### src/rtl/psg_reg_ctrl_pkg.sv
// ---------------------------------------------------------------------------
// psg_pkg
// Shared constants for the PSG configuration front end: the 3-bit register
// pointer encoding used by latch bytes, the reset attenuation value and the
// noise control width.
// ---------------------------------------------------------------------------
package psg_pkg;

  // Register pointer: bits [2:1] select the channel, bit [0] selects volume.
  localparam logic [2:0] REG_TONE0 = 3'd0;
  localparam logic [2:0] REG_ATT0  = 3'd1;
  localparam logic [2:0] REG_TONE1 = 3'd2;
  localparam logic [2:0] REG_ATT1  = 3'd3;
  localparam logic [2:0] REG_TONE2 = 3'd4;
  localparam logic [2:0] REG_ATT2  = 3'd5;
  localparam logic [2:0] REG_NOISE = 3'd6;
  localparam logic [2:0] REG_ATT3  = 3'd7;

  localparam logic [3:0] ATTEN_SILENT    = 4'hF;
  localparam int         NOISE_CTRL_BITS = 3;

endpackage

### src/rtl/psg_reg_ctrl_if.sv
// ---------------------------------------------------------------------------
// psg_reg_ctrl_if
// CPU write port of the PSG.
//   data  : write byte (CPU -> PSG)
//   wr    : write strobe (CPU -> PSG)
//   ready : 1 = next write will be accepted (PSG -> CPU)
// ---------------------------------------------------------------------------
interface psg_reg_ctrl_if;
  logic [7:0] data;
  logic       wr;
  logic       ready;

  modport master (output data, output wr, input ready);
  modport slave  (input data, input wr, output ready);
endinterface

### src/rtl/psg_reg_ctrl_busy_timer.sv
// ---------------------------------------------------------------------------
// psg_busy_timer
// Holds ready low for exactly BUSY_CYCLES cycles after an accepted write.
// Down-counter loaded on start; ready is the terminal-count compare (== 0).
//   clk, reset : clock, synchronous active-high reset
//   start      : accepted write this cycle (only asserted while ready=1)
//   ready      : 1 when the counter has expired
// ---------------------------------------------------------------------------
module psg_busy_timer #(
  parameter int BUSY_CYCLES = 32
) (
  input  logic clk,
  input  logic reset,
  input  logic start,
  output logic ready
);

  localparam int         CW   = $clog2(BUSY_CYCLES + 1);
  localparam logic [CW-1:0] LOAD = CW'(BUSY_CYCLES);

  logic [CW-1:0] count_q;

  always_ff @(posedge clk) begin
    if (reset) begin
      count_q <= '0;
    end else if (start) begin
      count_q <= LOAD;
    end else if (count_q != '0) begin
      count_q <= count_q - 1'b1;
    end
  end

  assign ready = (count_q == '0);

endmodule

### src/rtl/psg_reg_ctrl.sv
// ---------------------------------------------------------------------------
// psg_reg_ctrl
// Configuration front end of the SN76489-compatible PSG. Decodes CPU latch /
// data bytes into the eight PSG registers and drives the tone compares, noise
// control and attenuators.
//
// Build option: define PSG_WRITE_BUSY_EN to hold ready low for BUSY_CYCLES
// cycles after every accepted write; otherwise ready is tied high.
//
// Ports:
//   clk, reset          clock, synchronous active-high reset
//   bus (slave)         data/wr in, ready out
//   tone0..2_compare    tone periods
//   noise_ctrl          [2]=white/periodic, [1:0]=shift rate
//   noise_restart       one-cycle pulse on every accepted noise write
//   atten0..3           attenuation (0..2 tone, 3 noise), F = silent
// ---------------------------------------------------------------------------
module psg_reg_ctrl #(
  parameter int COUNTER_BITS = 10,
  parameter int VALUE_BITS   = 4,
  parameter int BUSY_CYCLES  = 32
) (
  input  logic                     clk,
  input  logic                     reset,
  psg_reg_ctrl_if.slave            bus,
  output logic [COUNTER_BITS-1:0]  tone0_compare,
  output logic [COUNTER_BITS-1:0]  tone1_compare,
  output logic [COUNTER_BITS-1:0]  tone2_compare,
  output logic [2:0]               noise_ctrl,
  output logic                     noise_restart,
  output logic [VALUE_BITS-1:0]    atten0,
  output logic [VALUE_BITS-1:0]    atten1,
  output logic [VALUE_BITS-1:0]    atten2,
  output logic [VALUE_BITS-1:0]    atten3
);

  import psg_pkg::*;

  // The byte protocol carries exactly 4 + 6 period bits and 4 volume bits.
  if (COUNTER_BITS != 10) $error("psg_reg_ctrl: COUNTER_BITS must be 10");
  if (VALUE_BITS != 4)    $error("psg_reg_ctrl: VALUE_BITS must be 4");
  if (BUSY_CYCLES < 1)    $error("psg_reg_ctrl: BUSY_CYCLES must be >= 1");

  logic                    ready;
  logic                    accept;
  logic [2:0]              ptr_q;
  logic [2:0]              target;
  logic [COUNTER_BITS-1:0] tone_q [3];
  logic [VALUE_BITS-1:0]   atten_q [4];
  logic [NOISE_CTRL_BITS-1:0] noise_q;

`ifdef PSG_WRITE_BUSY_EN
  psg_busy_timer #(
    .BUSY_CYCLES (BUSY_CYCLES)
  ) u_busy_timer (
    .clk   (clk),
    .reset (reset),
    .start (accept),
    .ready (ready)
  );
`else
  assign ready = 1'b1;
`endif

  assign bus.ready = ready;
  assign accept    = bus.wr & ready;

  // A latch byte addresses its own register in the same cycle.
  assign target = bus.data[7] ? bus.data[6:4] : ptr_q;

  always_ff @(posedge clk) begin
    if (reset) begin
      ptr_q         <= REG_TONE0;
      noise_q       <= '0;
      noise_restart <= 1'b0;
      for (int i = 0; i < 3; i++) tone_q[i]  <= '0;
      for (int i = 0; i < 4; i++) atten_q[i] <= ATTEN_SILENT;
    end else begin
      noise_restart <= 1'b0;
      if (accept) begin
        if (bus.data[7]) ptr_q <= bus.data[6:4];
        if (target == REG_NOISE) begin
          noise_q       <= bus.data[2:0];
          noise_restart <= 1'b1;
        end else if (target[0]) begin
          // odd pointers are volumes; REG_ATT3 lands on index 3
          atten_q[target[2:1]] <= bus.data[3:0];
        end else if (bus.data[7]) begin
          tone_q[target[2:1]][3:0] <= bus.data[3:0];
        end else begin
          tone_q[target[2:1]][9:4] <= bus.data[5:0];
        end
      end
    end
  end

  assign tone0_compare = tone_q[0];
  assign tone1_compare = tone_q[1];
  assign tone2_compare = tone_q[2];
  assign noise_ctrl    = noise_q;
  assign atten0        = atten_q[0];
  assign atten1        = atten_q[1];
  assign atten2        = atten_q[2];
  assign atten3        = atten_q[3];

endmodule
### src/flat_wrapper.sv
// flat-port wrapper written by rule: the top's interface ports become plain ports
module psg_reg_ctrl_flat import psg_pkg::*;
#(
  parameter int COUNTER_BITS = 10,
  parameter int VALUE_BITS   = 4,
  parameter int BUSY_CYCLES  = 32
)
  (clk, reset, tone0_compare, tone1_compare, tone2_compare, noise_ctrl, noise_restart, atten0, atten1, atten2, atten3, bus_data, bus_wr, bus_ready);
  psg_reg_ctrl_if bus_i ();
  input  logic clk;
  input  logic reset;
  output logic [COUNTER_BITS-1:0] tone0_compare;
  output logic [COUNTER_BITS-1:0] tone1_compare;
  output logic [COUNTER_BITS-1:0] tone2_compare;
  output logic [2:0] noise_ctrl;
  output logic noise_restart;
  output logic [VALUE_BITS-1:0] atten0;
  output logic [VALUE_BITS-1:0] atten1;
  output logic [VALUE_BITS-1:0] atten2;
  output logic [VALUE_BITS-1:0] atten3;
  input wire logic [$bits(bus_i.data)-1:0] bus_data;
  input wire logic [$bits(bus_i.wr)-1:0] bus_wr;
  output wire logic [$bits(bus_i.ready)-1:0] bus_ready;
  assign bus_i.data = bus_data;
  assign bus_i.wr = bus_wr;
  assign bus_ready = bus_i.ready;
  psg_reg_ctrl #(.COUNTER_BITS(COUNTER_BITS), .VALUE_BITS(VALUE_BITS), .BUSY_CYCLES(BUSY_CYCLES)) u_core (.clk(clk), .reset(reset), .bus(bus_i), .tone0_compare(tone0_compare), .tone1_compare(tone1_compare), .tone2_compare(tone2_compare), .noise_ctrl(noise_ctrl), .noise_restart(noise_restart), .atten0(atten0), .atten1(atten1), .atten2(atten2), .atten3(atten3));
endmodule
### config.mk
export PLATFORM = sky130hd
export DESIGN_NAME = psg_reg_ctrl_flat
export DESIGN_NICKNAME = d
export VERILOG_FILES = /design/src/rtl/psg_reg_ctrl_pkg.sv /design/src/rtl/psg_reg_ctrl_if.sv /design/src/rtl/psg_reg_ctrl_busy_timer.sv /design/src/rtl/psg_reg_ctrl.sv /design/src/flat_wrapper.sv
export SDC_FILE = /design/constraint.sdc
export NUM_CORES = 1
export LEC_CHECK = 0
export BUFFER_PORTS_ARGS = -buffer_cell sky130_fd_sc_hd__buf_4
export CAP_MARGIN = 20
export CORE_AREA = 2 2 69 71
export CTS_CLUSTER_SIZE = 24
export DETAILED_ROUTE_END_ITERATION = 10
export DIE_AREA = 0 0 71 73
export PLACE_DENSITY = 0.82
export SETUP_SLACK_MARGIN = 0.3
export SLEW_MARGIN = 20
export SYNTH_ARGS = -nofsm -noshare
export SYNTH_HDL_FRONTEND = slang
export SYNTH_SLANG_ARGS = --single-unit
### constraint.sdc
create_clock -name clk -period 1.7 [get_ports clk]
set_input_delay 0.085 -clock clk [delete_from_list [all_inputs] [get_ports clk]]
set_output_delay 0.085 -clock clk [all_outputs]
set_load 0.01 [all_outputs]
==> impl_metrics.tcl, run 1 <==
set metrics [dict create \
    synthCells 176 \
    vias 1615 \
    drive_above_1_share_pct 37.8 \
    wire_per_inst_um 16.3 \
    syn-num-nets 187 \
    final_cell_mix "buf_4 (71), edfxtp_1 (46), nor2_1 (31)" \
    grt_pass1_wl_um 7360 \
    power_frac_seq_pct 60.6 \
    die_y_um 73 \
    synthAdderAreaFrac_pct 0 \
    track_usage_pct 19.4 \
    dp_hpwl_um 3430 \
    wl_um 4880 \
    avgSynthCellArea_um2 12.5 \
    cts.path.max_buffers 2 \
    fp.dieW_um 71 \
    ctsHoldBuffers 0 \
    timing.final.hold_violations 0 \
    fp-row-count 25 \
    crit_path_top_delay_cell "dfxtp_4" \
    tns_ns 0 \
    finClkSkew_ns 0.0120 \
    crit_path_max_fanout 7 \
    gp_congestion 0.819 \
    end_kind "register" \
    p_int_uw 1860 \
    netSwitchingFraction_pct 23.2 \
    grt_max_degree 23 \
    firstDrtPassIters 4 \
    critPathMaxStageDelay_ns 0.39 \
    crit_chain "o32ai_4 -> buf_4 -> a21o_1" \
    max_freq_mhz 746 \
    power_frac_comb_pct 11.6 \
    drc 0 \
    synthSimpleGateAreaFrac_pct 17.7 \
    postRouteAntennaNets 0 \
    ys_seq_area_share_pct 69.0 \
    antenna_found_initial 0 \
    coreArea_um2 4540 \
    p_per_area_nw_per_um2 832 \
    synth-xor-area-share_pct 0 \
    grt_setup_unrepaired "yes" \
    syn_to_final_growth_pct 32.2 \
    cp.required_ns 1.70 \
    n_antenna_cell 0 \
    viasPerCell 5.38 \
    yosysTopAreaCell "edfxtp_1" \
    cts_buffers 5 \
    p_total_uw 2430 \
    grt-ovfl-total 0 \
    hold_ws_ns 0.0761 \
    clk_pin_slew_ns 0.09 \
    netlist_area_um2 2200 \
    p_clk_share_pct 27.9 \
    grt_pass1_vias 1530 \
    finalSetupViolCount 0 \
    period_needed_ns 1.34 \
    nets 256 \
    pre_cts_slack_ns 0.0710 \
    synth_area_leaders "edfxtp_1 (63%), dfxtp_1 (6.4%), nor2_1 (5.3%)" \
    clkLatencyLatePin_ns 0.31 \
    io_buffers 60 \
    finalMaxSlewViolations 0 \
    cts_tree "built" \
    cts-root-buf "clkbuf_8" \
    leakagePower_uw 0.00110 \
    setup.worst_path.start_class "register" \
    hold_class "in -> reg" \
    mostFrequentLayoutCell "buf_4" \
    cts_sinks 53 \
    crit_type "reg -> reg" \
    post-route-period-util_pct 78.9 \
    initial_core_util_pct 48.6 \
    synthDominantCellAreaShare_pct 62.7 \
    yosysWarnings 0 \
    setup_slack_ns 0.359 \
    drt_iter0_markers 134 \
    maxCapViolCount 0 \
    htreeDepth 2 \
    synth_top_family_by_area "simple AND/OR/NAND/NOR gates" \
    crit_arrival_ns 1.35 \
    synth-seq-cells 53 \
    fillCellCount 337 \
    synth_compound_area_share_pct 7.78 \
    dieArea_um2 5180 \
    yosysUniqueCellTypes 28 \
    outcome "complete, no violations" \
    synth.area.mux_share_pct 1.82 \
    pin_count 62 \
    p_sw_uw 564 \
    vdd_drop_max_mv 0.348 \
]
[repair_timing]
item / in CTS / in global routing
setup buffers: 5 / 1
cloned: 0 / 0
setup endpoints to repair: 41 / 41
pin swaps: 3 / 1
resized for setup: 7 / 6
[power groups by stage]
stage | clock (µW) | combinational [µW] | sequential (µW)
5_1_grt | 721 | 301 | 1470
3_5_place_dp | 0 | 251 | 1500
2_1_floorplan | 0 | 121 | 1520
6_report | 676 | 281 | 1470
4_1_cts | 684 | 266 | 1470
3_3_place_gp | 0 | 243 | 1500
[worst max-delay path, delay by kind of cell (launching register included)]
kind	cells	cell delay [ns]
flops	1	0.39
buf+inv	1	0.18
compound gates	2	0.49
[flip-flops by register name (all words and copies together), names as in the netlist]
signal,cells
u_core.noise_ctrl,3
u_core.noise_restart,1
u_core.tone_q,30
u_core.ptr_q,3
u_core.atten_q,16
[area by class of cell]
class | instances | area [µm²] | area share [%]
clock buffers | 7 | 76.3 | 2.62
clock inverters | 1 | 5.00 | 0.172
flip-flops and latches | 53 | 1530 | 52.5
repair buffers | 72 | 544 | 18.7
well taps | 54 | 67.6 | 2.32
multi-input cells | 108 | 673 | 23.1
inverters | 5 | 18.8 | 0.644
[synthesized netlist by cell type, drive strengths merged]
master and instances:
o32ai 2, nand4bb 1, mux2i 4, nor4b 1, nor3 4, clkbuf 4, buf 6, a21o 11
a21oi 5, nand2b 8, nor2 31, nand2 28, conb 1, edfxtp 46, nor2b 1, nand4b 2
nand3 3, o32a 2, a21boi 1, nand4 1, nor4bb 1, dfxtp 7, inv 5, nor3b 1
[metal layers]
metal  global-route usage [%]  part of all wire (%)
met5                        0                     0
met4                     10.7                   2.2
met3                     5.25                   6.5
met2                     33.2                    52
met1                     22.2                    39
[kinds of logic after synthesis]
group / count (synthesis)
muxes: 4
AOI/OAI and AO/OA: 21
other: 1
DFF: 53
buffers and inverters: 15
and+or+nand+nor: 82
[path summary, 6_finish.rpt]
check / slack (ns) / depth (start not counted) / endpoint / startpoint
hold reg to reg: 0.48 / 2 / u_core.noise_ctrl[1] / u_core.noise_ctrl[1]
setup / recovery: 0.36 / 3 / u_core.atten_q[0][3] / u_core.ptr_q[1]
hold / removal: 0.08 / 3 / u_core.noise_ctrl[2] / bus_data[2]
setup reg to reg: 0.36 / 3 / u_core.atten_q[0][3] / u_core.ptr_q[1]
[stage by stage]
stage / cell area [µm²] / util, % / instances
floorplan: 2220 / - / 176
global placement: 2730 / 60.1 / 286
detailed placement: 2730 / 60.1 / 286
CTS: 2870 / 63.3 / 299
global route: 2920 / 64.3 / 300
finish: 2920 / 64.3 / 300
(Power assumes the default switching activity.)
==> run 2, diff against run 1 <==
==> constraint.sdc (replaced) <==
create_clock -name clk -period 1.35 [get_ports clk]
set_input_delay 0.0675 -clock clk [delete_from_list [all_inputs] [get_ports clk]]
set_output_delay 0.0675 -clock clk [all_outputs]
set_load 0.01 [all_outputs]
==> run 2 against run 1 <==
Net effect: the run now ends with setup timing left; wire length up 8.2%; flip-flop and latch count unchanged; design area up 10%; register-to-register slack worse by 0.37 ns; first-iteration DRC count up 16%; largest cell class unchanged.
==> impl_metrics.tcl, run 2 (synthesis results as in run 1) <==
set metrics [dict create \
    cp.required_ns 1.36 \
    cts.path.max_buffers 2 \
    setup_slack_ns -0.00818 \
    r2r_cells 3 \
    leakagePower_uw 0.00122 \
    critPathMostFrequentCell "a21o_1" \
    fp-row-count 25 \
    grt_setup_unrepaired "yes" \
    syn_to_final_growth_pct 46.0 \
    cts_sinks 53 \
    pre_cts_slack_ns -0.0638 \
    pin_count 62 \
    vias 1634 \
    period_needed_ns 1.36 \
    final_cell_mix "buf_4 (73), edfxtp_1 (46), nand2_1 (20)" \
    slew_headroom_pct 64.5 \
    viasPerCell 5.31 \
    track_usage_pct 19.3 \
    nets 264 \
    tns_ns -0.0199 \
    crit_arrival_ns 1.37 \
    tightest_slew_ns 0.532 \
    largest_register_ffs 30 \
    coreArea_um2 4540 \
    max_freq_mhz 736 \
    vdd_drop_max_mv 0.765 \
    n_antenna_cell 0 \
    cts_buffers 5 \
    antenna_found_initial 0 \
    die_y_um 73 \
    cts-root-buf "clkbuf_8" \
    drive_above_1_share_pct 53.1 \
    clk_pin_slew_ns 0.09 \
    drc 0 \
    post-route-period-util_pct 101 \
    reg_top3 "u_core.tone_q (30), u_core.atten_q (16)" \
    p_total_uw 3200 \
    clkLatencyLatePin_ns 0.31 \
    hold_class "in -> reg" \
    grt_pass1_wl_um 7580 \
    drt_iter0_markers 155 \
    ff2ff_setup_slack_ns -0.008 \
    grt_max_degree 17 \
    ctsHoldBuffers 0 \
    hold_ws_ns 0.0606 \
    grt-ovfl-total 0 \
    firstDrtPassIters 4 \
    io_buffers 60 \
    maxCapViolCount 0 \
    finalMaxSlewViolations 0 \
    violations "setup timing" \
    fp.dieW_um 71 \
    crit_path_max_fanout 5 \
    dp_hpwl_um 3520 \
    finClkSkew_ns 0.00999 \
    initial_core_util_pct 48.6 \
    wl_um 5280 \
    crit_path_top_delay_cell "dfxtp_4" \
    finalSetupViolCount 7 \
    hold_path_depth 3 \
    critPathMaxStageDelay_ns 0.41 \
    outcome "finished with violations" \
    timing.final.hold_violations 0 \
    gp_congestion 0.813 \
    grt_pass1_vias 1571 \
    crit_chain "nor3b_4 -> a21o_1 -> a21o_1" \
    end_kind "register" \
    htreeDepth 2 \
    postRouteAntennaNets 0 \
    crit_type "reg -> reg" \
    p_per_area_nw_per_um2 995 \
    wire_per_inst_um 17.1 \
    mostFrequentLayoutCell "buf_4" \
    setup.worst_path.start_class "register" \
    top_register "u_core.tone_q" \
    cts_tree "built" \
    dieArea_um2 5180 \
]
## run 2: cell types whose count changed in the layout (fill, tap and decap cells not counted), moves of 3 or more
cell / change
nor2_4: +8
nor3_4: +4
nor2_2: +11
nand2_4: +3
nand2_2: +5
nand2_1: -8
o32a_4: +3
nor2_1: -19
buf_6: +5
nor3_1: -4
## run 2: through the flow
step	area (µm²)	util, %	cells
2_1_floorplan	2290	-	176
3_3_place_gp	2810	61.9	290
3_5_place_dp	2810	61.9	290
4_1_cts	3040	67.0	303
5_1_grt	3220	71.0	308
6_report	3220	71.0	308
## run 2: worst paths after layout
kind,startpoint,endpoint
hold reg to reg,u_core.noise_ctrl[2],u_core.noise_ctrl[2]
setup / recovery,u_core.ptr_q[2],u_core.tone_q[2][3]
setup reg to reg,u_core.ptr_q[2],u_core.tone_q[2][3]
hold / removal,bus_wr,u_core.ptr_q[0]
## run 2: power breakdown
group	total, µW	leakage, µW	switching, µW	internal, µW
logic	442	0.000681	249	194
clock network	913	0.0000512	497	416
registers	1850	0.000489	25.7	1820
## run 2: cell type report
| type | instances | area (µm²) |
|---|---|---|
| sequential | 53 | 1530 |
| fill | 292 | 1320 |
| multi-input combinational | 109 | 886 |
| timing repair buffer | 79 | 616 |
| clock buffer | 6 | 82.6 |
| tap | 54 | 67.6 |
| inverter | 5 | 21.3 |
| clock inverter | 2 | 13.8 |
## run 2: repair_timing
item                       4_1_cts  5_1_grt
gates resized for setup         24       38
pin swaps                       11        8
setup buffers                    4        5
setup endpoints to repair       95       95
cloned                           1        0
## run 2: worst max-delay path: cells and delay by family, from the launching register on
kind,cells,cell delay [ns]
AND/OR/NAND/NOR,1,0.21
flip-flops,1,0.41
AO/OA/AOI/OAI,2,0.45
## run 2: metal layers
metal / share of wire, % / vias up / GRT usage, %
met5: 0 / - / 0
met4: 0.97 / 0 / 7.76
met3: 5.7 / 5 / 4.42
met2: 54 / 63 / 33.4
met1: 40 / 790 / 23.6
li1: - / 776 / -
